--- src/rtl/rmii_stream_bridge.sv ---
// RMII PHY pins <-> MAC valid/ready word stream at 10/100 Mb/s, all on the 50 MHz reference clock.
// Build macro RMII_PREAMBLE_STRIP_EN: RX drops preamble and SFD before delivering words.
module rmii_stream_bridge #(
  parameter int MAC_W         = 8,
  parameter int RX_FIFO_DEPTH = 8,
  parameter int IFG_DIBITS    = 48
) (
  input  logic             clk,
  input  logic             rst,
  input  logic             speed_10,
  input  logic [1:0]       phy_rxd,
  input  logic             phy_crs_dv,
  output logic [1:0]       phy_txd,
  output logic             phy_tx_en,
  output logic [MAC_W-1:0] rx_data,
  output logic             rx_last,
  output logic             rx_err,
  output logic             rx_valid,
  input  logic             rx_ready,
  input  logic [MAC_W-1:0] tx_data,
  input  logic             tx_last,
  input  logic             tx_valid,
  output logic             tx_ready,
  output logic             rx_overflow,
  output logic             tx_underrun
);
  localparam logic [1:0] LAST_POS = 2'(MAC_W / 2 - 1);
  localparam int AW = $clog2(RX_FIFO_DEPTH);
  localparam int CW = $clog2(IFG_DIBITS + 1);
  localparam logic [AW:0] DEPTH_C = (AW + 1)'(RX_FIFO_DEPTH);
  localparam logic [AW:0] DEPTH_M1 = (AW + 1)'(RX_FIFO_DEPTH - 1);
`ifdef RMII_PREAMBLE_STRIP_EN
  localparam logic STRIP = 1'b1;
`else
  localparam logic STRIP = 1'b0;
`endif

  typedef enum logic {RX_IDLE, RX_RECV} rx_state_t;
  typedef enum logic [1:0] {TX_IDLE, TX_SEND, TX_FLUSH, TX_GAP} tx_state_t;

  rx_state_t rx_state_q, rx_state_d;
  tx_state_t tx_state_q, tx_state_d;
  logic speed_q, speed_d, run_q;
  logic [3:0] cnt_q, cnt_d;
  logic strobe, rx_start, rx_end, load_slot;
  logic [MAC_W-1:0] w_q, w_d, pend_q, pend_d, wnew, push_data;
  logic [1:0] pos_q, pos_d;
  logic pend_vld_q, pend_vld_d, sfd_q, sfd_d, ferr_q, ferr_d;
  logic push, push_last, push_err, pop, accept, ovf_q, ovf_d;
  logic [MAC_W+1:0] mem [RX_FIFO_DEPTH];
  logic [MAC_W+1:0] rd_entry;
  logic [AW-1:0] wp_q, wp_d, rp_q, rp_d;
  logic [AW:0] fcnt_q, fcnt_d, occ;
  logic [MAC_W-1:0] sh_q, sh_d;
  logic [1:0] dpos_q, dpos_d, txd_q, txd_d;
  logic tlast_q, tlast_d, txen_q, txen_d, urun_q, urun_d;
  logic [CW-1:0] gap_q, gap_d;

  assign strobe    = !speed_q || (cnt_q == 4'd0);
  assign rx_start  = (rx_state_q == RX_IDLE) && strobe && phy_crs_dv && (phy_rxd == 2'b01);
  // CRS_DV may drop mid-nibble on carrier loss; the frame only closes on a nibble boundary.
  assign rx_end    = (rx_state_q == RX_RECV) && strobe && !phy_crs_dv && (!sfd_q || !pos_q[0]);
  assign load_slot = ((tx_state_q == TX_IDLE) && strobe) ||
                     ((tx_state_q == TX_SEND) && strobe && (dpos_q == LAST_POS) && !tlast_q) ||
                     (tx_state_q == TX_FLUSH);
  assign tx_ready  = run_q && load_slot;

  always_comb begin
    speed_d = speed_q;
    cnt_d   = cnt_q;
    if (speed_q) cnt_d = (cnt_q == 4'd9) ? 4'd0 : cnt_q + 4'd1;
    if ((rx_state_q == RX_IDLE) && (tx_state_q == TX_IDLE) && !rx_start &&
        !(tx_ready && tx_valid) && (speed_10 != speed_q)) begin
      speed_d = speed_10;
      cnt_d   = 4'd0;
    end
  end

  always_ff @(posedge clk or posedge rst) begin
    if (rst) begin
      rx_state_q <= RX_IDLE;
      tx_state_q <= TX_IDLE;
    end else begin
      rx_state_q <= rx_state_d;
      tx_state_q <= tx_state_d;
    end
  end

  always_comb begin
    rx_state_d = rx_state_q;
    if (rx_start) rx_state_d = RX_RECV;
    else if (rx_end) rx_state_d = RX_IDLE;
  end

  // Pending is flushed as a data word once a dibit of the next word shows up, so a partial
  // trailing word and the pending word never need pushing in the same cycle.
  always_comb begin
    w_d = w_q; pos_d = pos_q; pend_d = pend_q; pend_vld_d = pend_vld_q; sfd_d = sfd_q;
    push = 1'b0; push_last = 1'b0; push_err = 1'b0; push_data = pend_q;
    wnew = (pos_q == 2'd0) ? '0 : w_q;
    wnew[2*pos_q +: 2] = phy_rxd;
    if (rx_start) begin
      pend_vld_d = 1'b0;
      sfd_d      = !STRIP;
      w_d        = '0;
      w_d[1:0]   = STRIP ? 2'b00 : 2'b01;
      pos_d      = STRIP ? 2'd0 : 2'd1;
    end else if (rx_end) begin
      pend_vld_d = 1'b0;
      if (pos_q != 2'd0) begin
        push = 1'b1; push_last = 1'b1; push_err = 1'b1; push_data = w_q;
      end else if (pend_vld_q) begin
        push = 1'b1; push_last = 1'b1;
      end
    end else if ((rx_state_q == RX_RECV) && strobe) begin
      if (!sfd_q) begin
        if (phy_rxd == 2'b11) sfd_d = 1'b1;
      end else begin
        if ((pos_q == 2'd0) && pend_vld_q) begin
          push = 1'b1; pend_vld_d = 1'b0;
        end
        w_d = wnew;
        if (pos_q == LAST_POS) begin
          pend_d = wnew; pend_vld_d = 1'b1; pos_d = 2'd0;
        end else begin
          pos_d = pos_q + 2'd1;
        end
      end
    end
  end

  // The last slot is held back for the word that closes the frame.
  assign pop = rx_valid && rx_ready;
  assign occ = fcnt_q - {{AW{1'b0}}, pop};
  always_comb begin
    accept = push && (push_last ? (occ < DEPTH_C) : (occ < DEPTH_M1));
    ovf_d  = push && !accept;
    ferr_d = ferr_q;
    if (ovf_d) ferr_d = 1'b1;
    if ((push && push_last) || rx_start) ferr_d = 1'b0;
    wp_d   = accept ? wp_q + 1'b1 : wp_q;
    rp_d   = pop ? rp_q + 1'b1 : rp_q;
    fcnt_d = fcnt_q + {{AW{1'b0}}, accept} - {{AW{1'b0}}, pop};
  end

  always_ff @(posedge clk) begin
    if (accept) mem[wp_q] <= {push_err | (push_last & ferr_q), push_last, push_data};
  end

  assign rd_entry    = mem[rp_q];
  assign rx_valid    = (fcnt_q != '0);
  assign rx_data     = rx_valid ? rd_entry[MAC_W-1:0] : '0;
  assign rx_last     = rx_valid && rd_entry[MAC_W];
  assign rx_err      = rx_valid && rd_entry[MAC_W+1];
  assign rx_overflow = ovf_q;

  always_comb begin
    tx_state_d = tx_state_q;
    unique case (tx_state_q)
      TX_IDLE:  if (tx_ready && tx_valid) tx_state_d = TX_SEND;
      TX_SEND:  if (strobe && (dpos_q == LAST_POS)) begin
                  if (tlast_q) tx_state_d = TX_GAP;
                  else if (!tx_valid) tx_state_d = TX_FLUSH;
                end
      TX_FLUSH: if (tx_valid && tx_last) tx_state_d = TX_GAP;
      TX_GAP:   if (strobe && (gap_q == CW'(IFG_DIBITS - 1))) tx_state_d = TX_IDLE;
      default:  tx_state_d = TX_IDLE;
    endcase
  end

  always_comb begin
    sh_d = sh_q; dpos_d = dpos_q; tlast_d = tlast_q; txd_d = txd_q; txen_d = txen_q;
    gap_d = gap_q; urun_d = 1'b0;
    if (tx_ready && tx_valid && (tx_state_q != TX_FLUSH)) begin
      sh_d = tx_data; dpos_d = 2'd0; tlast_d = tx_last; txd_d = tx_data[1:0]; txen_d = 1'b1;
    end else if ((tx_state_q == TX_SEND) && strobe) begin
      if (dpos_q != LAST_POS) begin
        dpos_d = dpos_q + 2'd1;
        txd_d  = sh_q[2*dpos_d +: 2];
      end else begin
        txd_d = 2'b00; txen_d = 1'b0; gap_d = '0; urun_d = !tlast_q;
      end
    end else if (tx_state_q == TX_FLUSH) begin
      gap_d = '0;
    end else if ((tx_state_q == TX_GAP) && strobe) begin
      gap_d = gap_q + 1'b1;
    end
  end

  assign phy_txd     = txd_q;
  assign phy_tx_en   = txen_q;
  assign tx_underrun = urun_q;

  always_ff @(posedge clk or posedge rst) begin
    if (rst) begin
      speed_q <= 1'b0; cnt_q <= 4'd0; run_q <= 1'b0;
      w_q <= '0; pos_q <= 2'd0; pend_q <= '0; pend_vld_q <= 1'b0; sfd_q <= 1'b0; ferr_q <= 1'b0;
      wp_q <= '0; rp_q <= '0; fcnt_q <= '0; ovf_q <= 1'b0;
      sh_q <= '0; dpos_q <= 2'd0; tlast_q <= 1'b0; txd_q <= 2'b00; txen_q <= 1'b0;
      urun_q <= 1'b0; gap_q <= '0;
    end else begin
      speed_q <= speed_d; cnt_q <= cnt_d; run_q <= 1'b1;
      w_q <= w_d; pos_q <= pos_d; pend_q <= pend_d; pend_vld_q <= pend_vld_d;
      sfd_q <= sfd_d; ferr_q <= ferr_d;
      wp_q <= wp_d; rp_q <= rp_d; fcnt_q <= fcnt_d; ovf_q <= ovf_d;
      sh_q <= sh_d; dpos_q <= dpos_d; tlast_q <= tlast_d; txd_q <= txd_d; txen_q <= txen_d;
      urun_q <= urun_d; gap_q <= gap_d;
    end
  end
endmodule
--- config.mk ---
export PLATFORM = sky130hd
export DESIGN_NAME = rmii_stream_bridge
export DESIGN_NICKNAME = d
export VERILOG_FILES = /design/src/rtl/rmii_stream_bridge.sv
export SDC_FILE = /design/constraint.sdc
export NUM_CORES = 1
export LEC_CHECK = 0
export CAP_MARGIN = 20
export CORE_MARGIN = 1
export CORE_UTILIZATION = 45
export DETAILED_ROUTE_END_ITERATION = 10
export GPL_ROUTABILITY_DRIVEN = 0
export PLACE_DENSITY = 0.72
export RECOVER_POWER = 100
export SLEW_MARGIN = 10
export SYNTH_ARGS = -nofsm -noshare
export SYNTH_HDL_FRONTEND = slang
export SYNTH_SLANG_ARGS = --single-unit
--- constraint.sdc ---
create_clock -name clk -period 3.7 [get_ports clk]
set_input_delay 0.74 -clock clk [delete_from_list [all_inputs] [get_ports clk]]
set_output_delay 0.74 -clock clk [all_outputs]
set_load 0.02 [all_outputs]
==> results of run 1 <==
-- metal layers --
| layer | routed length [µm] | vias up |
|---|---|---|
| li1 | - | 1931 |
| met1 | 5730 | 2016 |
| met2 | 6710 | 85 |
| met3 | 578 | 24 |
| met4 | 295 | 0 |
| met5 | 0 | - |
-- worst max-delay path by stage --
stage | from | endpoint | depth (start not counted)
after detailed placement | rx_ready | fcnt_q[2]$_DFF_PP0_ | 13
after global routing | fcnt_q[2]$_DFF_PP0_ | mem[0][5]$_DFFE_PP_ | 14
after global placement | rx_ready | fcnt_q[2]$_DFF_PP0_ | 13
final | fcnt_q[2]$_DFF_PP0_ | mem[0][5]$_DFFE_PP_ | 14
after floorplan | fcnt_q[2]$_DFF_PP0_ | mem[2][0]$_DFFE_PP_ | 14
after CTS | cnt_q[0]$_DFFE_PP0P_ | tx_ready | 7
-- power by group --
| group | internal (mW) | switching, mW | total [mW] | leakage, nW |
|---|---|---|---|---|
| clock network | 1.08 | 0.659 | 1.74 | 0.301 |
| registers | 1.99 | 0.280 | 2.27 | 1.51 |
| logic | 1.00 | 1.20 | 2.20 | 1.26 |
-- state kept, by name, indices dropped and copies added (netlist names), 2 cells and up --
register / cells
rp_q: 3
dpos_q: 2
mem: 80
pend_q: 8
wp_q: 3
gap_q: 6
tx_state_q: 2
sh_q: 8
w_q: 8
cnt_q: 4
phy_txd: 2
fcnt_q: 4
pos_q: 2
-- kinds of logic (layout without fill, tap and decap cells) --
logic type,after synthesis,in the layout,synth area share (%)
flops,142,142,59.8
simple gates,122,122,9.33
compound gates,90,90,9.48
mux,50,50,12.1
buf+inv,49,115,3.01
fa+ha+maj,26,26,5.03
xor+xnor,9,9,1.19
other cells,1,2,0.0567
-- through the flow --
stage	cells	worst slack, ps	area (µm²)
floorplan	489	-109	6620
global placement	703	129	7250
detailed placement	703	68.9	7250
CTS	735	267	7850
global route	736	94.9	7770
finish	736	278	7770
-- layout make-up --
type	instances	share of cell area [%]
flip-flops and latches	142	50.9
multi-input cells	298	31.1
repair buffers	54	5.83
clock buffers	19	5.70
well taps	180	2.90
clock inverters	13	2.09
inverters	29	1.40
diodes	1	0.0322
-- placed cells by master, fill, tap and decap left out, types with 10 or more instances in the layout --
master | netlist | routed
mux4_2 | 22 | 22
nand2_1 | 32 | 34
buf_4 | 0 | 11
a21oi_1 | 10 | 10
ha_1 | 25 | 25
o21ai_0 | 31 | 34
nand3_1 | 12 | 12
nand2b_1 | 15 | 16
dlygate4sd3_1 | 0 | 18
clkdlybuf4s50_1 | 0 | 15
mux2i_1 | 11 | 11
dfrtp_1 | 62 | 62
inv_1 | 28 | 29
clkbuf_16 | 0 | 17
nor2_1 | 27 | 27
edfxtp_1 | 80 | 80
-- worst min-delay path, cell delays in order, from the launching register on --
cell and delay (ps):
dfrtp_1 340, nand2_1 40, o21ai_0 60
==> impl_metrics.json, run 1 <==
{
  "outcome": "finished, final reports clean",
  "portBuffers": 33,
  "timing.fmax_mhz": 292,
  "grt_max_degree": 37,
  "grt_setup_unrepaired": "no",
  "tns_ps": 0,
  "drive_gt1_share_pct": 15.1,
  "drc": 0,
  "vias": 4056,
  "critical_path.max_fanout": 10,
  "ff_latch_area_um2": 3950,
  "slowest_stage": "or4_1",
  "hold_ws_ps": 474,
  "maxSlewViolCount": 0,
  "slowest_delay_ps": 540,
  "synth_seq_cells": 142,
  "fillCellCount": 1166,
  "setup_viol": 0,
  "fin_crit_sh_pct": 92.5,
  "cts_root_buf": "clkbuf_16",
  "post_cts_buffers": 0,
  "min_to": "pend_q[3]$_DFFE_PP0P_",
  "row_count": 43,
  "crit_required_ps": 3800,
  "synthCells": 489,
  "yosysSeqAreaShare_pct": 59.8,
  "first_iter_violations": 223,
  "synthTopCellsByArea": "edfxtp_1 (36%), dfrtp_1 (23%), mux4_2 (7.5%)",
  "r2r_slack_ps": 280,
  "fin_worst_skew_ps": 6.74,
  "fp.dieH_um": 123,
  "max_cap_viol_count": 0,
  "cts.sinks": 142,
  "gr-usage-met3_pct": 4.75,
  "grt.met2_usage_pct": 34.2,
  "track_usage_pct": 19.9,
  "grt_pass1_wl_um": 22000,
  "crit_type": "flip-flop to flip-flop",
  "wl_per_cell_um": 18.1,
  "nets": 585,
  "synth_edf_count": 80,
  "yosysTopAreaCellShare_pct": 36.3,
  "synth_top_cell_by_area": "edfxtp_1",
  "die_area_um2": 15200,
  "worstSetupEndpointType": "flip-flop",
  "worstHoldPathCells": 2,
  "powerDensity_nw_per_um2": 799,
  "cp_data_arrival_time_ps": 3520,
  "p_total_mw": 6.20,
  "final_util_pct": 55.1,
  "p_leak_nw": 3.07,
  "grt.busiest_layer": "met2",
  "clk_path_buf_depth": 2,
  "hp-class": "flip-flop to flip-flop",
  "reg2reg_from": "fcnt_q[2]$_DFF_PP0_",
  "netlist_area_um2": 6610,
  "grt-ovfl-total": 0,
  "hpwl_um": 9200,
  "crit_family": "simple AND/OR/NAND/NOR gates",
  "multi_input_area_um2": 2420,
  "async_flop_share_pct": 43.7,
  "worst_setup_path_start_kind": "flip-flop",
  "cts_resized": 0,
  "netlist_top_cells_count": "edfxtp_1 (80), dfrtp_1 (62), nand2_1 (32)",
  "cts_made_buffers": 17,
  "clk_latency_ps": 430,
  "r2r_cells": 14,
  "grt.met1_usage_pct": 23.1,
  "path_buf_inv": 5,
  "initial_core_util_pct": 46.9,
  "hold_start": "pend_q[3]$_DFFE_PP0P_",
  "finalHoldViolCount": 0,
  "post_synth.cell_area_avg_um2": 13.5,
  "synth-main-ff-cell": "edfxtp_1",
  "crit_chain": "inv_1 -> ha_1 -> and3_1 -> inv_1 -> and2_0 -> ha_1 -> inv_1 -> ha_1 -> nand2b_1 -> o32ai_1 -> or4_1 -> clkbuf_1 -> nor4_2 -> clkbuf_2",
  "synth.distinct_cells": 60,
  "syn_nets": 532,
  "core_um2": 14100,
  "period_needed_ps": 3420,
  "slew_headroom_pct": 8.37,
  "wirelength_um": 13300,
  "area_growth_pct": 17.4,
  "timing.rr.end": "mem[0][5]$_DFFE_PP_",
  "antenna_found_initial": 1,
  "irDropWorstVdd_mv": 0.482,
  "drtPass1Iterations": 4,
  "worst_pin_slew_ps": 1370,
  "ctsHoldBuffers": 0,
  "via_per_inst": 5.51,
  "drtAntennaViolNets": 0,
  "dieWidth_um": 123,
  "yosys.cell_count.top_type": "edfxtp_1",
  "cts.reportedPaths.clkPinSlew_ps": 60,
  "grt_pass1_vias": 4289,
  "cts_max_level": 4,
  "cts_tree": "built",
  "io_pins": 34,
  "yosysWarnings": 0
}
No activity file was read; power rests on OpenSTA's default activity.
==> run 2: changes to the inputs <==
==> constraint.sdc (replaced) <==
create_clock -name clk -period 3.1 [get_ports clk]
set_input_delay 0.62 -clock clk [delete_from_list [all_inputs] [get_ports clk]]
set_output_delay 0.62 -clock clk [all_outputs]
set_load 0.02 [all_outputs]
==> run 2 against run 1 <==
Net effect: the run now ends with max-capacitance violations, max-slew violations left; core utilization rose by 1.8 points; clock-buffer cell count unchanged; non-clock buffer count increased by 7.
==> impl_metrics.json, run 2 (synthesis gave the netlist of run 1 again) <==
{
  "outcome": "finished, violations left",
  "violations": "max-capacitance violations, max-slew violations",
  "irDropWorstVdd_mv": 0.473,
  "dieWidth_um": 123,
  "fp.dieH_um": 123,
  "gr-usage-met3_pct": 5.17,
  "grt_max_degree": 63,
  "cp_common_cell": "ha_4",
  "drive_gt1_share_pct": 20.5,
  "mostFrequentLayoutCell": "edfxtp_1",
  "multi_input_area_um2": 2530,
  "grt_pass1_vias": 4236,
  "powerDensity_nw_per_um2": 953,
  "io_pins": 34,
  "vias": 4129,
  "fillCellCount": 1128,
  "max_cap_viol_count": 1,
  "grt.busiest_layer": "met2",
  "worst_pin_slew_ps": 1540,
  "r2r_cells": 14,
  "worstHoldPathCells": 2,
  "hpwl_um": 9270,
  "antenna_found_initial": 0,
  "grt_pass1_wl_um": 21700,
  "drtAntennaViolNets": 0,
  "hold_ws_ps": 472,
  "clk_latency_ps": 420,
  "cts_max_level": 4,
  "track_usage_pct": 19.7,
  "finalHoldViolCount": 0,
  "cts_root_buf": "clkbuf_16",
  "worstSetupEndpointType": "flip-flop",
  "drc": 0,
  "period_needed_ps": 2970,
  "fin_crit_sh_pct": 95.8,
  "slowest_stage": "or4_4",
  "cts_tree": "built",
  "wirelength_um": 13500,
  "ctsHoldBuffers": 0,
  "slew_headroom_pct": -2.54,
  "initial_core_util_pct": 46.9,
  "p_leak_nw": 3.13,
  "antennaDiodeCount": 0,
  "hp-class": "flip-flop to flip-flop",
  "layout_common_cells": "edfxtp_1 (80), dfrtp_1 (62), o21ai_0 (34), nand2_1 (32)",
  "grt.met1_usage_pct": 23.2,
  "slowest_delay_ps": 480,
  "drtPass1Iterations": 4,
  "crit_chain": "inv_2 -> ha_4 -> and3_4 -> inv_1 -> and2_4 -> ha_4 -> ha_4 -> xnor2_2 -> o32ai_1 -> or4_4 -> inv_6 -> nand2_2 -> nor3_2 -> buf_12",
  "first_iter_violations": 276,
  "crit_type": "flip-flop to flip-flop",
  "critical_path.max_fanout": 10,
  "cts_made_buffers": 17,
  "fin_worst_skew_ps": 7.38,
  "min_to": "pend_q[2]$_DFFE_PP0P_",
  "core_um2": 14100,
  "reg2reg_from": "fcnt_q[3]$_DFF_PP0_",
  "largest_reg_flops": 80,
  "crit_required_ps": 3240,
  "cts.sinks": 142,
  "row_count": 43,
  "portBuffers": 33,
  "timing.rr.end": "mem[4][7]$_DFFE_PP_",
  "grt.met2_usage_pct": 34.0,
  "area_growth_pct": 21.3,
  "die_area_um2": 15200,
  "grt-ovfl-total": 0,
  "setup_viol": 0,
  "grt_setup_unrepaired": "no",
  "wl_per_cell_um": 18.1,
  "ff_latch_area_um2": 3950,
  "regMostFlops": "mem",
  "r2r_slack_ps": 130,
  "clk_path_buf_depth": 2,
  "timing.fmax_mhz": 337,
  "cp_data_arrival_time_ps": 3110,
  "cts.reportedPaths.clkPinSlew_ps": 60,
  "hold_start": "pend_q[2]$_DFFE_PP0P_",
  "maxSlewViolCount": 63,
  "nets": 592,
  "tns_ps": 0,
  "worst_setup_path_start_kind": "flip-flop",
  "via_per_inst": 5.56
}
## run 2: changes by cell type in the layout (fill, tap and decap cells not counted), sizes merged
| cell | delta |
|---|---|
| inv | +1 |
| dlygate4sd2 | +1 |
| clkdlybuf4s50 | +10 |
| clkinvlp | +1 |
| dlygate4sd3 | -11 |
| diode | -1 |
| clkbuf | -1 |
| buf | +8 |
| clkinv | -2 |
## run 2: how the worst max path moves through the flow
stage / startpoint / to / slack [ps] / cells past startpoint
floorplan: fcnt_q[2]$_DFF_PP0_ / mem[3][0]$_DFFE_PP_ / -30 / 14
global placement: rx_ready / fcnt_q[1]$_DFF_PP0_ / -180 / 13
detailed placement: rx_ready / mem[0][6]$_DFFE_PP_ / -230 / 11
CTS: fcnt_q[2]$_DFF_PP0_ / mem[0][5]$_DFFE_PP_ / 50 / 13
global route: fcnt_q[2]$_DFF_PP0_ / mem[4][7]$_DFFE_PP_ / 20 / 14
finish: fcnt_q[3]$_DFF_PP0_ / mem[4][7]$_DFFE_PP_ / 130 / 14
## run 2: worst max-delay path, delay by kind of cell (launching register included)
kind                       cells  cell delay (ps)
AOI/OAI and AO/OA              1              140
xor gates and xnor gates       1              150
adders and majority gates      3              460
buffers and inverters          4              370
DFF                            1              400
and+or+nand+nor                5             1150
## run 2: metal layers
| metal | vias up | part of all wire, % | wire length [µm] |
|---|---|---|---|
| li1 | 1945 | - | - |
| met1 | 2051 | 41 | 5520 |
| met2 | 118 | 52 | 7020 |
| met4 | 0 | 1.5 | 208 |
| met3 | 15 | 5.4 | 723 |
| met5 | - | 0 | 0 |
## run 2: repair_timing
item,CTS,global route
setup buffers,0,3
endpoints found under the setup margin,12,21
resized for setup,2,2
## run 2: final cells by class
| cell class | instances | share of cell area (%) |
|---|---|---|
| Clock buffer | 19 | 5.52 |
| Clock inverter | 13 | 2.00 |
| Inverter | 29 | 1.42 |
| Multi-Input combinational cell | 298 | 31.6 |
| Sequential cell | 142 | 49.3 |
| Tap cell | 180 | 2.81 |
| Timing Repair Buffer | 61 | 7.35 |
## run 2: where the power goes
group          switching [mW]  internal, mW
Combinational            1.50          1.36
Clock                   0.795          1.29
Sequential              0.327          2.37
Total                    2.62          5.02
## run 2: per-stage QoR
| step | cell area, µm² | cells | util, % | total power, mW | setup WS (ps) |
|---|---|---|---|---|---|
| finish | 8020 | 742 | 56.9 | 7.64 | 131 |
| global route | 8020 | 742 | 56.9 | 8.09 | 18.9 |
| CTS | 8100 | 739 | 57.4 | 7.77 | 50.5 |
| detailed placement | 7490 | 707 | 53.1 | 5.68 | -232 |
| global placement | 7490 | 707 | 53.1 | 5.55 | -181 |
| floorplan | 6780 | 489 | - | 4.78 | -31.8 |
